$ cat src/rtl/pt_frame_bridge.sv
// rtl/pt_frame_bridge.sv - byte stream to PT2262-style encoder bridge
// Assembles BYTES bytes into a payload, buffers one frame, and replays it REPEATS times.
module pt_frame_bridge #(
   parameter int BYTES          = 3,
   parameter int REPEATS        = 7,
   parameter int GAP_CYCLES     = 4,
   parameter int TIMEOUT_CYCLES = 1000,
   parameter int MSB_FIRST      = 1,
   localparam int PW            = 8 * BYTES,
   localparam int IW            = $clog2(BYTES + 1)
) (
   input  logic          clk,
   input  logic          rst,
   input  logic          in_valid,
   input  logic [7:0]    in_data,
   output logic [PW-1:0] enc_payload,
   output logic          enc_start,
   input  logic          enc_done,
   output logic          busy,
   output logic          overrun,
   output logic          timeout_err,
   output logic [IW-1:0] byte_idx
);

   localparam int RW = (REPEATS > 1) ? $clog2(REPEATS) : 1;
   localparam int GW = (GAP_CYCLES > 1) ? $clog2(GAP_CYCLES) : 1;
   localparam int TW = $clog2(TIMEOUT_CYCLES);

   localparam logic [RW-1:0] REP_LAST = RW'(REPEATS - 1);
   localparam logic [GW-1:0] GAP_LAST = GW'((GAP_CYCLES > 0) ? GAP_CYCLES - 1 : 0);
   localparam logic [TW-1:0] TMO_LAST = TW'(TIMEOUT_CYCLES - 1);
   localparam logic [IW-1:0] IDX_LAST = IW'(BYTES - 1);

   localparam logic [1:0] S_IDLE = 2'd0;
   localparam logic [1:0] S_WAIT = 2'd1;
   localparam logic [1:0] S_GAP  = 2'd2;

   logic [1:0]    state_q, state_d;
   logic [RW-1:0] rep_q, rep_d;
   logic [GW-1:0] gap_q, gap_d;
   logic [TW-1:0] tmo_q, tmo_d;
   logic [IW-1:0] idx_q, idx_d;
   logic [PW-1:0] asm_q, asm_d;
   logic [PW-1:0] pend_q, pend_d;
   logic          pend_full_q, pend_full_d;
   logic [PW-1:0] pay_q, pay_d;
   logic          start_q, start_d;
   logic          ovr_q, ovr_d;
   logic          tmo_err_q, tmo_err_d;
   logic [PW-1:0] word;

   // Assembly register with the incoming byte merged into its lane.
   for (genvar k = 0; k < BYTES; k++) begin : g_lane
      localparam int SLOT = (MSB_FIRST != 0) ? BYTES - 1 - k : k;
      assign word[SLOT*8 +: 8] = (in_valid && idx_q == IW'(k)) ? in_data : asm_q[SLOT*8 +: 8];
   end

   always_comb begin
      state_d     = state_q;
      rep_d       = rep_q;
      gap_d       = gap_q;
      pay_d       = pay_q;
      start_d     = 1'b0;
      pend_d      = pend_q;
      pend_full_d = pend_full_q;
      asm_d       = asm_q;
      idx_d       = idx_q;
      tmo_d       = tmo_q;
      ovr_d       = 1'b0;
      tmo_err_d   = 1'b0;

      case (state_q)
         S_IDLE: begin
            if (pend_full_q) begin
               pay_d       = pend_q;
               pend_full_d = 1'b0;
               rep_d       = '0;
               start_d     = 1'b1;
               state_d     = S_WAIT;
            end
         end
         S_WAIT: begin
            if (enc_done) begin
               if (rep_q == REP_LAST) begin
                  state_d = S_IDLE;
               end else begin
                  rep_d = rep_q + 1'b1;
                  if (GAP_CYCLES == 0) begin
                     start_d = 1'b1;
                  end else begin
                     gap_d   = '0;
                     state_d = S_GAP;
                  end
               end
            end
         end
         S_GAP: begin
            if (gap_q == GAP_LAST) begin
               start_d = 1'b1;
               state_d = S_WAIT;
            end else begin
               gap_d = gap_q + 1'b1;
            end
         end
         default: state_d = S_IDLE;
      endcase

      // pend_full_d already reflects an IDLE hand-off this edge, so a frame landing now is kept.
      if (in_valid) begin
         tmo_d = '0;
         if (idx_q == IDX_LAST) begin
            idx_d = '0;
            asm_d = '0;
            if (pend_full_d) begin
               ovr_d = 1'b1;
            end else begin
               pend_d      = word;
               pend_full_d = 1'b1;
            end
         end else begin
            idx_d = idx_q + 1'b1;
            asm_d = word;
         end
      end else if (idx_q == '0) begin
         tmo_d = '0;
      end else if (tmo_q == TMO_LAST) begin
         idx_d     = '0;
         asm_d     = '0;
         tmo_d     = '0;
         tmo_err_d = 1'b1;
      end else begin
         tmo_d = tmo_q + 1'b1;
      end
   end

   always_ff @(posedge clk) begin
      if (rst) begin
         state_q     <= S_IDLE;
         rep_q       <= '0;
         gap_q       <= '0;
         tmo_q       <= '0;
         idx_q       <= '0;
         asm_q       <= '0;
         pend_q      <= '0;
         pend_full_q <= 1'b0;
         pay_q       <= '0;
         start_q     <= 1'b0;
         ovr_q       <= 1'b0;
         tmo_err_q   <= 1'b0;
      end else begin
         state_q     <= state_d;
         rep_q       <= rep_d;
         gap_q       <= gap_d;
         tmo_q       <= tmo_d;
         idx_q       <= idx_d;
         asm_q       <= asm_d;
         pend_q      <= pend_d;
         pend_full_q <= pend_full_d;
         pay_q       <= pay_d;
         start_q     <= start_d;
         ovr_q       <= ovr_d;
         tmo_err_q   <= tmo_err_d;
      end
   end

   assign enc_payload = pay_q;
   assign enc_start   = start_q;
   assign overrun     = ovr_q;
   assign timeout_err = tmo_err_q;
   assign byte_idx    = idx_q;
   assign busy        = (state_q != S_IDLE) | pend_full_q;

endmodule

$ cat config.mk
export PLATFORM = sky130hd
export DESIGN_NAME = pt_frame_bridge
export DESIGN_NICKNAME = d
export VERILOG_FILES = /design/src/rtl/pt_frame_bridge.sv
export SDC_FILE = /design/constraint.sdc
export NUM_CORES = 1
export LEC_CHECK = 0
export CAP_MARGIN = 0
export CORE_UTILIZATION = 49
export CTS_BUF_LIST = sky130_fd_sc_hd__clkbuf_16
export DETAILED_ROUTE_END_ITERATION = 8
export PLACE_DENSITY = 0.78
export REMOVE_ABC_BUFFERS = 1
export SLEW_MARGIN = 15
export SYNTH_ARGS = -nofsm -noshare
export SYNTH_HDL_FRONTEND = slang
export SYNTH_SLANG_ARGS = --single-unit
$ cat constraint.sdc
create_clock -name clk -period 1.7 [get_ports clk]
set_input_delay 0.34 -clock clk [delete_from_list [all_inputs] [get_ports clk]]
set_output_delay 0.34 -clock clk [all_outputs]
set_load 0.01 [all_outputs]
==> results.py <==
metrics = {
    "finish": {
        "fin_nets": 453,
        "drive_gt1_frac": 0.113,
        "area.growth.synth_to_final_pct": 26.8,
        "final_cell_area_mm2": 0.00437,
        "antenna_cells": 0,
        "fin_cells": 538,
        "fin_util": 0.644,
    },
    "synthesis": {
        "async_flop_share": 0,
        "yosysTopAreaCell": "dfxtp_1",
        "synthCells": 389,
        "synth_top_area_frac": 0.505,
        "syn_area_mm2": 0.00345,
        "synth.most_common_cell": "dfxtp_1",
        "synth_cell_types": 46,
        "synth_commonest_cells": "dfxtp_1 (87), nand2_1 (85), a21oi_1 (49), nor2_1 (23), clkbuf_1 (14)",
        "synth_area_leaders": "dfxtp_1 (50%), nand2_1 (9.2%), a21oi_1 (7.1%), mux2i_1 (2.9%), nor2_1 (2.5%)",
        "synth-edff-count": 0,
        "seq_area_frac_synth": 0.505,
        "yosysWarnings": 0,
        "syn_avg_cell_area_um2": 8.87,
        "ys.flop_type": "dfxtp_1",
        "synth-seq-cells": 87,
    },
    "job": {
        "maxCapViolCount": 0,
    },
    "critical_path": {
        "cp.required_ps": 1360,
        "slowest_stage": "clkdlybuf4s50_1",
        "path_class": "reg -> out",
        "max_stage_delay_ps": 550,
        "cp_cell_sequence": "clkdlybuf4s50_1",
        "startpoint_type": "register",
        "path_delay_family": "buffers and inverters",
        "worstPathMaxFanout": 11,
        "crit_path_end_kind": "output port",
        "crit_arrival_ps": 1300,
        "crit_buf_inv": 1,
    },
    "timing": {
        "finalHoldViolCount": 0,
        "whs_ps": 314,
        "max_freq_mhz": 610,
        "setup_viol": 0,
        "maxSlewHeadroom": 0.798,
        "final-max-slew-violation-count": 0,
        "fin_crit_ps": 1640,
        "worstMarginPinSlew_ps": 299,
        "rsz0062_at_grt": "no",
        "fin_worst_skew_ps": 7.41,
        "post-route-period-util": 0.965,
    },
    "placement": {
        "place_area_mm2": 0.00405,
        "dp_hpwl_um": 5030,
        "port-buffer-count": 41,
        "gp_congestion": 0.779,
        "dp.cells": 522,
    },
    "power": {
        "powerDensity_mw_per_mm2": 1020,
        "finalPower_mw": 4.47,
        "p_leak_nw": 1.51,
        "ir_drop_mv": 0.514,
    },
    "detailed_routing": {
        "avgRoutedWirePerCell_um": 14.0,
        "via_per_inst": 5.43,
        "dr.pass1.iters": 4,
        "postRouteWirelength_um": 7520,
        "drt_iter0_drc": 151,
        "drcViolationCount": 0,
        "num_vias": 2923,
        "drtAntennaViolNets": 0,
    },
    "grt": {
        "track_usage": 0.217,
        "grt_pass1_wl_um": 12600,
        "grt_max_degree": 64,
        "antenna_found_initial": 0,
        "gr-total-overflow": 0,
        "grt_pass1_vias": 2754,
    },
    "clock_network": {
        "root_buffer": "clkbuf_16",
        "cts.sinks": 87,
        "clock_latency_ps": 340,
        "clk_pin_slew_worst_paths_ps": 60,
        "hold_buffers": 0,
        "cts-buffers-inserted": 9,
        "h-tree-depth": 3,
        "cts_tree": "yes",
        "cts_buffer_depth": 2,
    },
    "worst_hold_path": {
        "hold_class": "in -> reg",
    },
    "die": {
        "die_area_mm2": 0.00738,
        "std_cell_rows": 30,
        "chipHeight_um": 85.9,
        "start_util": 0.508,
        "die_w_um": 85.9,
        "core_mm2": 0.00679,
        "pin_count": 42,
    },
    "outcome": {
        "status": "finished, final reports clean",
    },
}
==> state kept, by name, summed over array words and instances, names as in the netlist <==
register and count:
enc_payload 24, tmo_q 10, pend_q 24, enc_start 1
asm_q 16, byte_idx 2, overrun 1, timeout_err 1
rep_q 3, state_q 2, pend_full_q 1, gap_q 2
==> where the power goes <==
part           leakage [nW]  internal (mW)  switching, mW
Clock                 0.148           1.29          0.808
Sequential            0.704           2.08         0.0338
Combinational         0.657          0.117          0.142
==> stage by stage <==
step	setup WS (ps)	TNS, ps
final	59.3	0
after global placement	-49.4	-265
after detailed placement	-76.3	-624
after CTS	0.470	0
after floorplan	-425	-9400
after global routing	26.5	0
==> cell type report <==
type | instances | area, µm²
fillers | 581 | 2420
flip-flops and latches | 87 | 1750
multi-input cells | 270 | 1570
repair buffers | 63 | 594
clock buffers | 9 | 225
well taps | 96 | 120
clock inverters | 7 | 96.3
inverters | 6 | 22.5
==> final timing paths <==
path,from,to,slack [ps],depth (start not counted)
max,byte_idx[0],byte_idx[0],60,1
min,rst,pend_full_q,310,2
max reg2reg,tmo_q[0],asm_q[15],110,5
min reg2reg,tmo_q[0],tmo_q[0],440,1
==> logic make-up (layout without fill, tap and decap cells) <==
kind of cell / count (synthesis) / count (layout) / share of synthesized area
simple gates: 156 / 156 / 0.218
xor+xnor: 5 / 5 / 0.0127
flops: 87 / 87 / 0.505
compound gates: 95 / 95 / 0.180
mux: 10 / 10 / 0.0290
buf+inv: 32 / 85 / 0.0410
fa+ha+maj: 4 / 4 / 0.0145
==> per-layer routing <==
layer	track usage	up-vias	wire [µm]
met5	0	-	0
met2	0.354	58	3630
met1	0.266	1385	3420
li1	-	1463	-
met3	0.0472	17	283
met4	0.123	0	186
==> what timing repair did <==
item,4_1_cts,5_1_grt
gates cloned,0,0
resized for setup,3,1
setup buffers,0,0
endpoints found under the setup margin,3,1
==> cells in the final DEF (no fill, tap or decap), types with 9 or more instances in the layout <==
cell type        instances
nand2_1                 85
a22oi_1                  9
a21oi_1                 49
mux2i_1                 10
nor3b_1                 10
nor2_1                  23
clkbuf_16                9
dfxtp_1                 85
clkdlybuf4s50_1         39
buf_4                   20
Power figures use the tool's default switching activity.
